<file path="src/rtl/cache_pkg.sv">
// Shared types and default widths for the blocking write-through cache controller.
package cache_pkg;

  localparam int unsigned AddressWidthDefault = 32;
  localparam int unsigned DataWidthDefault    = 32;
  localparam int unsigned CntWidthDefault     = 16;

  typedef enum logic [1:0] {
    IDLE,
    REFILL,
    RESP,
    WRITE
  } state_e;

endpackage

</file>
<file path="src/rtl/sat_counter.sv">
// Saturating up-counter: holds at all-ones instead of wrapping.
module sat_counter #(
  parameter int unsigned WIDTH = 16
) (
  input  logic             clk,
  input  logic             rst,
  input  logic             inc,
  output logic [WIDTH-1:0] count
);

  logic [WIDTH-1:0] count_q;

  always_ff @(posedge clk or negedge rst) begin
    if (!rst) begin
      count_q <= '0;
    end else if (inc && (count_q != {WIDTH{1'b1}})) begin
      count_q <= count_q + 1'b1;
    end
  end

  assign count = count_q;

endmodule

</file>
<file path="src/rtl/cache_ctrl.sv">
// Blocking cache controller: zero-latency load hits, refill on load miss,
// write-through stores without allocation, saturating hit/miss statistics.
module cache_ctrl
  import cache_pkg::*;
#(
  parameter int unsigned ADDRESS_WIDTH = AddressWidthDefault,
  parameter int unsigned DATA_WIDTH    = DataWidthDefault,
  parameter int unsigned CNT_WIDTH     = CntWidthDefault
) (
  input  logic                     clk,
  input  logic                     rst,
  input  logic                     cpu_req,
  input  logic                     cpu_we,
  input  logic [ADDRESS_WIDTH-1:0] cpu_addr,
  input  logic [DATA_WIDTH-1:0]    cpu_wd,
  output logic                     cpu_stall,
  output logic [DATA_WIDTH-1:0]    cpu_rdata,
  input  logic                     cache_hit,
  input  logic [DATA_WIDTH-1:0]    cache_rdata,
  output logic                     fill_en,
  output logic [ADDRESS_WIDTH-1:0] fill_addr,
  output logic [DATA_WIDTH-1:0]    fill_data,
  output logic                     mem_req,
  output logic                     mem_we,
  output logic [ADDRESS_WIDTH-1:0] mem_addr,
  output logic [DATA_WIDTH-1:0]    mem_wd,
  input  logic                     mem_ready,
  input  logic [DATA_WIDTH-1:0]    mem_rdata,
  output logic [CNT_WIDTH-1:0]     hit_count,
  output logic [CNT_WIDTH-1:0]     miss_count
);

  state_e                   state_q;
  logic [ADDRESS_WIDTH-1:0] addr_q;
  logic [DATA_WIDTH-1:0]    wd_q;
  logic                     hit_q;
  logic [DATA_WIDTH-1:0]    refill_q;
  logic                     hit_inc;
  logic                     miss_inc;

  always_ff @(posedge clk or negedge rst) begin
    if (!rst) begin
      state_q  <= IDLE;
      addr_q   <= '0;
      wd_q     <= '0;
      hit_q    <= 1'b0;
      refill_q <= '0;
    end else begin
      case (state_q)
        IDLE: begin
          if (cpu_req) begin
            addr_q <= cpu_addr;
            if (cpu_we) begin
              wd_q    <= cpu_wd;
              hit_q   <= cache_hit;
              state_q <= WRITE;
            end else if (!cache_hit) begin
              state_q <= REFILL;
            end
          end
        end
        REFILL: begin
          if (mem_ready) begin
            refill_q <= mem_rdata;
            state_q  <= RESP;
          end
        end
        RESP:    state_q <= IDLE;
        WRITE:   if (mem_ready) state_q <= IDLE;
        default: state_q <= IDLE;
      endcase
    end
  end

  // Outputs decode from the registered state so reset drops mem_req without a clock.
  always_comb begin
    cpu_stall = 1'b0;
    cpu_rdata = cache_rdata;
    fill_en   = 1'b0;
    fill_addr = addr_q;
    fill_data = mem_rdata;
    mem_req   = 1'b0;
    mem_we    = 1'b0;
    mem_addr  = addr_q;
    mem_wd    = wd_q;
    hit_inc   = 1'b0;
    miss_inc  = 1'b0;
    case (state_q)
      IDLE: begin
        cpu_stall = cpu_req & (cpu_we | ~cache_hit);
        hit_inc   = cpu_req & ~cpu_we & cache_hit;
        miss_inc  = cpu_req & ~cpu_we & ~cache_hit;
      end
      REFILL: begin
        cpu_stall = 1'b1;
        mem_req   = 1'b1;
        fill_en   = mem_ready;
      end
      RESP: begin
        cpu_rdata = refill_q;
      end
      WRITE: begin
        cpu_stall = ~mem_ready;
        mem_req   = 1'b1;
        mem_we    = 1'b1;
        fill_en   = mem_ready & hit_q;
        fill_data = wd_q;
      end
      default: ;
    endcase
  end

  sat_counter #(
    .WIDTH(CNT_WIDTH)
  ) u_hit_counter (
    .clk  (clk),
    .rst  (rst),
    .inc  (hit_inc),
    .count(hit_count)
  );

  sat_counter #(
    .WIDTH(CNT_WIDTH)
  ) u_miss_counter (
    .clk  (clk),
    .rst  (rst),
    .inc  (miss_inc),
    .count(miss_count)
  );

endmodule
</file>
<file path="config.mk">
export PLATFORM = sky130hd
export DESIGN_NAME = cache_ctrl
export DESIGN_NICKNAME = d
export VERILOG_FILES = /design/src/rtl/cache_pkg.sv /design/src/rtl/sat_counter.sv /design/src/rtl/cache_ctrl.sv
export SDC_FILE = /design/constraint.sdc
export NUM_CORES = 1
export LEC_CHECK = 0
export BUFFER_PORTS_ARGS = -buffer_cell sky130_fd_sc_hd__buf_2
export CORE_AREA = 3 3 128 130
export DETAILED_ROUTE_END_ITERATION = 8
export DIE_AREA = 0 0 131 133
export PLACE_DENSITY = 0.78
export SLEW_MARGIN = 20
export SYNTH_ARGS = -nofsm -noshare
export SYNTH_HDL_FRONTEND = slang
export SYNTH_HIERARCHICAL = 1
export SYNTH_SLANG_ARGS = --single-unit
</file>
<file path="constraint.sdc">
create_clock -name clk -period 2.8 [get_ports clk]
set_input_delay 0.14 -clock clk [delete_from_list [all_inputs] [get_ports clk]]
set_output_delay 0.14 -clock clk [all_outputs]
set_load 0.05 [all_outputs]
</file>
After elaboration in Yosys (flattened, before gate mapping)

Index checks and enable logic that the tools add are counted.

Register bits: 131
Input bits: 134
Output and inout port bits: 196
Word-level logic and storage cells: 49

$add $sub $neg: 2
Equality and inequality tests: 9
Muxes and demuxes: 14
Bitwise operators: 9
Reductions and logical operators: 8

Operator list:

| operator              | count |
|---|---|
| $mux 32               | 2 |
| $add 16x1->16 const B | 2 |
| $ne 16x16->1 const B  | 2 |
| $mux 2                | 5 |
| $pmux 2 s4            | 1 |
| $ne 2x2->1 const B    | 3 |
| $and 1x1->1           | 5 |
| $eq 2x2->1 const B    | 2 |
| $mux 1                | 4 |
| $reduce_and 2->1      | 2 |
| $reduce_and 4->1      | 1 |
| $ne 3x3->1 const B    | 1 |
| $not 1->1             | 3 |
| $pmux 1 s3            | 1 |
| $reduce_and 3->1      | 1 |
| $eq 2x1->1 const B    | 1 |
| $logic_and 1x1->1     | 2 |
| $logic_not 2->1       | 1 |
| $pmux 1 s2            | 1 |
| $reduce_or 2->1       | 1 |
| $or 1x1->1            | 1 |

Logic depth before layout (Yosys ltp)

Gate-level depths: netlist of the first run.

Word-level depth: 5
Mapped depth: 8
Mapped depth without buffers: 6

By module

Netlist of the first run, hierarchy kept.

Modules (own cells, without submodules):

| module      | times used | cells each | area each (µm²) | sequential area each (µm²) |
|---|---|---|---|---|
| cache_ctrl  | 1          | 333        | 4992.3          | 2477.4 |
| sat_counter | 2          | 72         | 859.6           | 400.4 |

Least setup slack after synthesis of the first run

No wires, ideal clock.

Path type: flip-flop to output port
From: register state_q[1]
To: output cpu_stall
Arrival: 2371 ps
Required time: 2660 ps
Slack: 289 ps
Cell stages (with the launch flop): 3
Path buffers: 1
Cell sequence: dfrtp_1 buf_6 o311ai_0

Cells in the longest elaborated chain, start to end: 2
Elaborated cells between the ends (all ways): 4
Classes of those cells: 2 x eq/ne; 1 x mux; 1 x reduce/logical

RTL lines:

| item                               | line             | text |
|---|---|---|
| start: declaration                 | cache_ctrl.sv:33 | `state_e state_q;` |
| start signal: assignment           | cache_ctrl.sv:43 | `state_q <= IDLE;` |
| start signal: assignment           | cache_ctrl.sv:56 | `state_q <= WRITE;` |
| start signal: assignment           | cache_ctrl.sv:58 | `state_q <= REFILL;` |
| $eq 2x2->1 (tied with other cells) | cache_ctrl.sv:88 | `case (state_q)` |
| $pmux 1 s3 (*)                     | cache_ctrl.sv:88 |  |
| end: declaration                   | cache_ctrl.sv:16 | `output logic cpu_stall,` |

Every way passes the cells marked *; elsewhere a longest branch is shown, timed or not.

Final worst setup path of the first run

From: register state_q[0]
To: output fill_data[18]

Cells in the longest elaborated chain, start to end: 2

RTL lines:

| item             | line             | text |
|---|---|---|
| $eq 2x2->1       | cache_ctrl.sv:88 |  |
| $mux 32          | cache_ctrl.sv:88 |  |
| end: declaration | cache_ctrl.sv:22 | `output logic [DATA_WIDTH-1:0] fill_data,` |

No other way between the ends.

==> metrics, run 1 <==
Synth Area in Simple Gates 0.0964; Routed WL 20400 microns; All-Layer GR Usage 0.227; placed wire-length estimate 13700 microns; dpl cells 973; largest family of logic cells by synthesized area multiplexers; GRT overflow 0; xor and xnor area share after synthesis 0.0183; largest net degree at the start of global routing 65; pwr/cell area 1300 mW/mm^2; cts bufs inserted 17; WP data required 2.66 ns; share of power burned in the clock network 0.167; status finished clean; Max IR drop VDD 995 uV; final slew viol count 0; Initial Util 0.440; Finished Layout Cells 1100; post-synthesis sequential area ratio 0.488; initial antenna violation count 1; Sinks on Clock Net 131; Distinct cells, synth 47; internal power 6.11 mW; mux contribution to synthesized area 0.290; layout cells sized above 1 0.614; drt via density 5.05; Sw Share 0.523; Die ar. about 0.017 sq mm; CTS tree yes; Setup WS pre-CTS approximately 0.76 ns; final-stage net count 1012; Post-synth top cells 131 x dfrtp_1, 121 x mux2_2, 32 x buf_4; Hold Path End refill_q[0]; fin worst setup slack around 0.30 ns; final hold vios 0; Ys Warns 6; Die Wd between 100 and 150 microns; worst min path class input port to flop; Post-CTS Setup Bufs 0; Skew-Pair Late Insertion Delay 0.40 ns; Area Overhead vs Synth 46.5%; Seq pwr share 0.261; ordered list of cells on the worst path buf_4, nand2_2, mux2_2, buf_2; number of global-route vias before repair roughly 5800; Cells after Synth 477; EDFF count, synth 0; FF-to-FF path depth 7; period utilization 0.891; flop2flop setup slack approximately 0.80 ns; FMAX 401 MHz; slowest stage delay, CP around 0.7 ns; CP max FO 33; top cells by area, synth dfrtp_1 49%, mux2_2 20%, mux2_4 6.7%; Reg2Reg Capture Point u_miss_counter/count[5]; DRC Markers 0; fin crit period 2.50 ns; crit end category primary output; Synth Area in Adders 0.00373; Sw Pwr 6.71 mW; Slew @ Worst Pin 0.943 ns; most frequent cell after synthesis dfrtp_1; FFs w/ async S/R, synth 1.00; final design utilization 0.645; Placeable Area ~0.015 sq mm; vias 5551; worst hold path startpoint mem_rdata[0]; most used flip-flop cell after synthesis dfrtp_1; row count 45; Synth Cell Area 0.00671 sq mm; I/O Buffers 329; Pleak slightly below 5 nW; CP Data Arrival Time 2.36 ns; clock slew at reported path FFs around 0.060 ns; Die Height ~130 microns; routed len/inst about 19 microns; setup TNS 0 ns; first-pass GRT wire length roughly 31000 microns; Syn Nets 613; Max-slew headroom 0.369; Detailed Route Iter0 Violations roughly 190; CTS Root Cell clkbuf_16; max-cap violations 0; unrepaired setup endpoints after global routing false; htree depth 4; clk buf depth 2; Layout Skew ~0.0076 ns; Mean Syn Cell Area between 10 and 15 sq um; critical path type flop to primary output; Startpoint Class flop; post-synth top area cell dfrtp_1; CP max-delay cell nand2_2; worst setup path start state_q[0]; Gate power share 0.572; Yosys reg bits 131; top cell type's share of synthesized area 0.488; Hold Path Cell Cnt 2; Routed Antenna Nets 0; final hold slack roughly 0.027 ns; reg2reg start state_q[1]; drt first pass iters 4; number of I/O pins 330; RePlAce Congestion 0.819; final setup fails 0; post-synthesis compound-gate area fraction 0.0386
-- registers in the layout, indices dropped and copies added (netlist names) --
| name | count |
|---|---|
| mem_wd | 32 |
| fill_addr | 32 |
| state_q | 2 |
| u_hit_counter/count | 16 |
| u_miss_counter/count | 16 |
| refill_q | 32 |
| hit_q | 1 |
-- metrics by stage --
stage / area (sq um) / power, mW
after detailed placement: 8300 / 10.5
after global placement: 8300 / 10.4
after global routing: 9830 / 13.3
after CTS: 9830 / 12.8
final: 9830 / 12.8
after floorplan: 6710 / 9.23
-- how the worst max path moves through the flow --
stage          depth (start not counted)            end  slack, ns
6_report                               4  fill_data[18]       0.30
3_5_place_dp                           4   fill_data[1]       0.76
5_1_grt                                4  fill_data[18]       0.21
4_1_cts                                4  fill_data[18]       0.31
2_1_floorplan                          2      cpu_stall       0.29
3_3_place_gp                           4   fill_data[1]       0.76
-- critical path, delay by kind of cell, from the launching register on --
family	cells	cell delay [ns]
and+or+nand+nor	1	0.70
DFF	1	0.37
buffers and inverters	2	0.42
muxes	1	0.44
-- power by group through the flow --
| stage | clock network [mW] | logic (mW) | registers (mW) |
|---|---|---|---|
| floorplan | 0 | 4.20 | 5.02 |
| global placement | 0 | 7.13 | 3.31 |
| detailed placement | 0 | 7.20 | 3.34 |
| CTS | 2.19 | 7.32 | 3.32 |
| global route | 2.28 | 7.60 | 3.44 |
| finish | 2.14 | 7.33 | 3.34 |
-- per-layer routing --
metal | track usage | share of wire
met1 | 0.255 | 0.39
met2 | 0.408 | 0.53
met3 | 0.0593 | 0.060
met4 | 0.0789 | 0.023
met5 | 0 | 0
-- layout by cell type (no fill, tap or decap), types with 3 or more instances in the layout --
cell type        n
a21oi_1          8
a31oi_1          6
and3_1           4
buf_2          328
buf_4            6
clkbuf_16       17
clkbuf_8         4
clkinvlp_4       4
dfrtp_1        131
dlygate4sd3_1   95
inv_1            3
mux2_1          12
mux2_2         121
mux2_4          30
nand2_1          9
nand3_1         10
nand4_1         16
nor2_1           4
nor4_4           4
o21a_1          10
o21ai_0          3
xnor2_1         10
xor2_1           4
-- cell type report --
type / instances / area [sq um]
fillers: 1111 / 5420
flip-flops and latches: 131 / 3280
multi-input cells: 291 / 3010
repair buffers: 432 / 2690
clock buffers: 21 / 480
well taps: 211 / 264
clock inverters: 10 / 100
inverters: 3 / 11.3
diodes: 1 / 2.50
-- repair_timing --
item | in CTS | in global routing
gates resized for setup | 0 | 0
hold buffers | 95 | 0
hold endpoints to repair | 156 | 0
endpoints found under the setup margin | 0 | 0
-- cell families (layout without fill, tap and decap cells) --
group	Yosys count	count (layout)
AOI/OAI and AO/OA	35	35
xor gates and xnor gates	14	14
adders and majority gates	2	2
buffers and inverters	55	466
DFF	131	131
muxes	163	163
other	0	1
and+or+nand+nor	77	77
No activity file was read; power rests on OpenSTA's default activity.
==> inputs of run 2 (changes only) <==
==> constraint.sdc (replaced) <==
create_clock -name clk -period 2.8 [get_ports clk]
set_input_delay 0.56 -clock clk [delete_from_list [all_inputs] [get_ports clk]]
set_output_delay 0.56 -clock clk [all_outputs]
set_load 0.05 [all_outputs]
==> metrics, run 2 (same netlist as run 1, synthesis figures left out) <==
status finished clean; CTS Hold Bufs 0 (-100%); reg2reg start state_q[1]; cts bufs inserted 17 (unchanged); pwr/cell area 1420 mW/mm^2 (+9.3%); Max-slew headroom 0.661 (+0.291); drt via density 4.97 (-1.5%); All-Layer GR Usage 0.204 (-0.0226); Area Overhead vs Synth 33.0%; setup TNS 0 ns (unchanged); final design utilization 0.585 (-0.0597); Finished Layout Cells 1004 (-8.7%); number of global-route vias before repair 5010 (-13%); fillers 1315 (+18%); Gate power share 0.564 (-0.008); CTS tree yes; number of I/O pins 330 (unchanged); RePlAce Congestion 0.815 (-0.48%); Detailed Route Iter0 Violations 159 (-15%); clock slew at reported path FFs 0.05 ns (about the same); Routed Antenna Nets 0 (unchanged); CP max FO 32 (-3.0%); Slew @ Worst Pin 0.509 ns (-0.434 ns); fin crit period 2.67 ns (+0.173 ns); Startpoint Class flop; routed len/inst 18.0 microns (-2.9%); Sw Pwr 6.56 mW (-2.2%); Skew-Pair Late Insertion Delay 0.41 ns (about the same); Seq. cell area 0.00328 sq mm (unchanged); initial antenna violation count 0 (-1); first-pass GRT wire length 27400 microns (-11%); layout cells sized above 1 0.686 (+0.0723); WP data required 2.24 ns (-0.42 ns); Placeable Area 0.0153 sq mm (unchanged); row count 45 (unchanged); final-stage net count 917 (-9.4%); Die ar. 0.0174 sq mm (unchanged); final slew viol count 0 (unchanged); I/O Buffers 329 (unchanged); Die Wd 131 microns (unchanged); Initial Util 0.440 (unchanged); multi-input logic area 0.00301 sq mm (unchanged); Die Height 133 microns (unchanged); drt first pass iters 4 (unchanged); DRC Markers 0 (unchanged); final hold vios 0 (unchanged); max-cap violations 0 (unchanged); Max IR drop VDD 972 uV (-2.3%); Routed WL 18100 microns (-11%); final setup fails 0 (unchanged); critical path type flop to primary output; FMAX 375 MHz (-6.5%); largest net degree at the start of global routing 60 (-7.7%); Reg2Reg Capture Point u_miss_counter/count[5]; worst min path class input port to async pin; unrepaired setup endpoints after global routing false; clk buf depth 2 (unchanged); Post-CTS Setup Bufs 0 (unchanged); Post-CTS Resized 0 (unchanged); placed wire-length estimate 13600 microns (-0.64%); Pleak 4.47 nW (-7.8%); GRT overflow 0 (unchanged); most frequent cells in the layout 328 x buf_2, 131 x dfrtp_1, 121 x mux2_2, 30 x mux2_4, 17 x clkbuf_16; crit end category primary output; Layout Skew 0.00697 ns (-0.000659 ns); Sw Share 0.516 (-0.00728); dpl cells 973 (unchanged); Sinks on Clock Net 131 (unchanged); CTS Root Cell clkbuf_16; flop2flop setup slack 0.57 ns (-0.23 ns); ant diodes 0 (-1); FF-to-FF path depth 7 (unchanged); commonest non-fill, non-tap cell in the layout buf_2; htree depth 4 (unchanged); Seq pwr share 0.262 (about the same); CP Data Arrival Time 2.11 ns (-0.25 ns); internal power 6.15 mW (+0.68%); vias 4989 (-10%); share of power burned in the clock network 0.174 (+0.007); period utilization 0.953 (+0.0618)
[run 2: power by group through the flow]
stage	sequential, mW	clock, mW	combinational (mW)
2_1_floorplan	5.02	0	4.21
3_3_place_gp	3.31	0	7.12
3_5_place_dp	3.35	0	7.20
4_1_cts	3.33	2.27	7.22
5_1_grt	3.45	2.35	7.46
6_report	3.33	2.22	7.16
[run 2: layer usage]
layer,wire (microns),part of all wire,global-route usage
met5,0,0,0
met4,387,0.021,0.0737
met3,1190,0.066,0.0521
met2,9370,0.52,0.355
met1,7150,0.40,0.241
[run 2: through the flow]
step	worst slack (ns)	hold slack (ns)	instance area (sq um)	total power [mW]
2_1_floorplan	0.328	0.264	6710	9.23
3_3_place_gp	0.523	0.482	8330	10.4
3_5_place_dp	0.495	0.488	8330	10.5
4_1_cts	0.134	0.0751	8920	12.8
5_1_grt	0.0598	0.0837	8920	13.3
6_report	0.131	0.0740	8920	12.7
[run 2: area by class of cell]
type / count / share of cell area
clock inverters: 8 / 0.0112
clock buffers: 23 / 0.0558
inverters: 3 / 0.00126
flip-flops and latches: 131 / 0.367
multi-input cells: 291 / 0.337
well taps: 211 / 0.0296
repair buffers: 337 / 0.198
[run 2: worst max path at each step]
stage	startpoint	endpoint	slack [ns]	cells after the start
CTS	state_q[1]	cpu_rdata[29]	0.13	4
global placement	cpu_req	u_miss_counter/count[5]	0.52	8
floorplan	cache_hit	cpu_stall	0.33	2
finish	state_q[1]	cpu_rdata[28]	0.13	4
detailed placement	cpu_req	u_miss_counter/count[7]	0.50	8
global route	state_q[1]	cpu_rdata[28]	0.06	4
[run 2: critical path, cell delays in order, from the launching register on]
cell and delay [ns]:
dfrtp_1 0.61, nor2b_4 0.25, buf_12 0.22, mux2_2 0.38, buf_2 0.21
==> inputs of run 3 (changes only) <==
- CORE_AREA: 3 3 128 130 -> 3 3 126 128
- DIE_AREA: 0 0 131 133 -> 0 0 129 131
- SKIP_CTS_REPAIR_TIMING: unset -> 1
- SYNTH_HIERARCHICAL: 1 -> unset
==> metrics, run 3 <==
status finished clean; Largest delay share family, worst path buffers and inverters; critical path type flop to primary output; RePlAce Congestion 0.831 (+2.0%); CP Data Arrival Time 2.09 ns (-0.02 ns); CP max FO 33 (+3.1%); fin crit period 2.65 ns (-0.0158 ns); Syn Nets 680 (+11%); WP data required 2.24 ns (about the same); total power 12.3 mW (-2.9%); Mean Syn Cell Area 11.8 sq um (-16%); first-pass GRT wire length 25800 microns (-5.9%); Pleak 4.61 nW (+3.1%); period utilization 0.947 (-0.00565); dpl cells 1011 (+3.9%); Startpoint Class flop; Post-synth top cells 131 x dfrtp_1, 109 x nand2_1, 101 x mux2_2; final hold slack 0.132 ns (+0.0584 ns); vias 5141 (+3.0%); final setup fails 0 (unchanged); largest net degree at the start of global routing 60 (unchanged); fillers 1254 (-4.6%); FFs w/ async S/R, synth 1.00 (unchanged); Die ar. 0.0169 sq mm (-3.0%); Routed Antenna Nets 0 (unchanged); drt via density 4.92 (-0.90%); drt first pass iters 4 (unchanged); Slew @ Worst Pin 0.895 ns (+0.386 ns); GRT overflow 0 (unchanged); placed wire-length estimate 12900 microns (-5.2%); clk buf depth 2 (unchanged); Reg2Reg Capture Point mem_wd[16]; Distinct cells, synth 38 (-19%); Detailed Route Iter0 Violations 140 (-12%); CP max-delay cell dfrtp_1; All-Layer GR Usage 0.196 (-0.00802); Layout Skew 0.00499 ns (-0.00198 ns); Initial Util 0.429 (-0.0111); most used flip-flop cell after synthesis dfrtp_1; top cell type's share of synthesized area 0.511 (+0.0221); row count 45 (unchanged); Setup WS pre-CTS 0.502 ns (+0.00637 ns); post-synth top area cell dfrtp_1; Finished Layout Cells 1044 (+4.0%); pwr/cell area 1430 mW/mm^2 (+0.18%); Routed WL 17400 microns (-4.0%); Skew-Pair Late Insertion Delay 0.41 ns (about the same); clock slew at reported path FFs 0.05 ns (about the same); Yosys reg bits 131 (unchanged); slowest stage delay, CP 0.51 ns (-0.10 ns); worst min path class input port to async pin; final hold vios 0 (unchanged); commonest non-fill, non-tap cell in the layout buf_2; Die Height 131 microns (-1.5%); fin worst setup slack 0.147 ns (+0.0158 ns); Placeable Area 0.0150 sq mm (-1.8%); Bufs and invs on worst path 2 (unchanged); EDFF count, synth 0 (unchanged); top cells by area, synth dfrtp_1 51%, mux2_2 18%, nand2_1 6.4%; htree depth 4 (unchanged); CTS tree yes; unrepaired setup endpoints after global routing false; DRC Markers 0 (unchanged); FMAX 377 MHz (+0.60%); flop2flop setup slack 0.75 ns (+0.18 ns); number of global-route vias before repair 5013 (+0.060%); layout cells sized above 1 0.568 (-0.118); Ys Warns 0 (-6); FF-to-FF path depth 4 (-3); worst setup path start state_q[0]; ordered list of cells on the worst path nand2_1, buf_4, mux2_2, buf_2; Synth Cell Area 0.00642 sq mm (-4.3%); number of I/O pins 330 (unchanged); initial antenna violation count 2 (+2); Die Wd 129 microns (-1.5%); CTS Root Cell clkbuf_16; Cells after Synth 544 (+14%); final-stage net count 978 (+6.7%); Sinks on Clock Net 131 (unchanged); reg2reg start state_q[0]; routed len/inst 16.6 microns (-7.7%); setup TNS 0 ns (unchanged); max-cap violations 0 (unchanged); Max IR drop VDD 868 uV (-11%); Max-slew headroom 0.403 (-0.258); most frequent cells in the layout 328 x buf_2, 131 x dfrtp_1, 109 x nand2_1, 101 x mux2_2, 28 x mux2_1; most frequent cell after synthesis dfrtp_1; Area Overhead vs Synth 34.7%; I/O Buffers 329 (unchanged); crit end category primary output; cts bufs inserted 17 (unchanged); post-synthesis sequential area ratio 0.511 (+0.0221); final slew viol count 0 (unchanged)
-- run 3: worst max-delay path by stage --
stage | endpoint | slack, ns | depth (start not counted)
floorplan | cpu_stall | 0.63 | 4
global placement | cpu_rdata[25] | 0.56 | 5
detailed placement | cpu_rdata[15] | 0.50 | 5
CTS | cpu_rdata[15] | 0.05 | 5
global route | fill_data[17] | 0.06 | 4
finish | fill_data[3] | 0.15 | 4
-- run 3: stage by stage --
| step | cell area [sq um] | utilization |
|---|---|---|
| final | 8650 | 0.577 |
| after global routing | 8650 | 0.577 |
| after CTS | 8640 | 0.577 |
| after detailed placement | 8010 | 0.535 |
| after global placement | 8010 | 0.535 |
| after floorplan | 6420 | - |
-- run 3: worst reg2reg max path, stage by stage (launching register included) --
cell,delay [ns]
dfrtp_1,0.51
nor3b_4,0.41
and2_2,0.21
buf_4,0.39
mux2_2,0.42
-- run 3: layout make-up --
class,count,area [sq um],area share
Sequential cell,131,3280,0.379
Multi-Input combinational cell,352,2760,0.319
Timing Repair Buffer,337,1730,0.200
Clock buffer,21,470,0.0544
Tap cell,188,235,0.0272
Clock inverter,10,155,0.0179
Inverter,3,11.3,0.00130
Antenna cell,2,5.00,0.000579
-- run 3: layer usage --
layer / wire, microns / vias to the layer above / GRT usage
li1: - / 2439 / -
met1: 6860 / 2475 / 0.233
met3: 1240 / 17 / 0.0512
met4: 202 / 0 / 0.0655
met2: 9070 / 210 / 0.348
met5: 0 / - / 0
-- run 3: cells by family (layout without fill, tap and decap cells) --
| family | Yosys count | in the layout | share of synthesized area |
|---|---|---|---|
| mux | 130 | 130 | 0.229 |
| fa+ha+maj | 2 | 2 | 0.00390 |
| simple gates | 183 | 183 | 0.148 |
| buf+inv | 61 | 371 | 0.0624 |
| xor+xnor | 29 | 29 | 0.0396 |
| other cells | 0 | 2 | 0 |
| flops | 131 | 131 | 0.511 |
| compound gates | 8 | 8 | 0.00662 |
-- run 3: where the power goes --
part | leakage, nW | internal [mW] | total, mW | switching, mW
clock | 0.305 | 1.55 | 2.34 | 0.794
combinational | 2.68 | 1.69 | 6.71 | 5.02
sequential | 1.63 | 2.67 | 3.28 | 0.612
total | 4.61 | 5.91 | 12.3 | 6.43
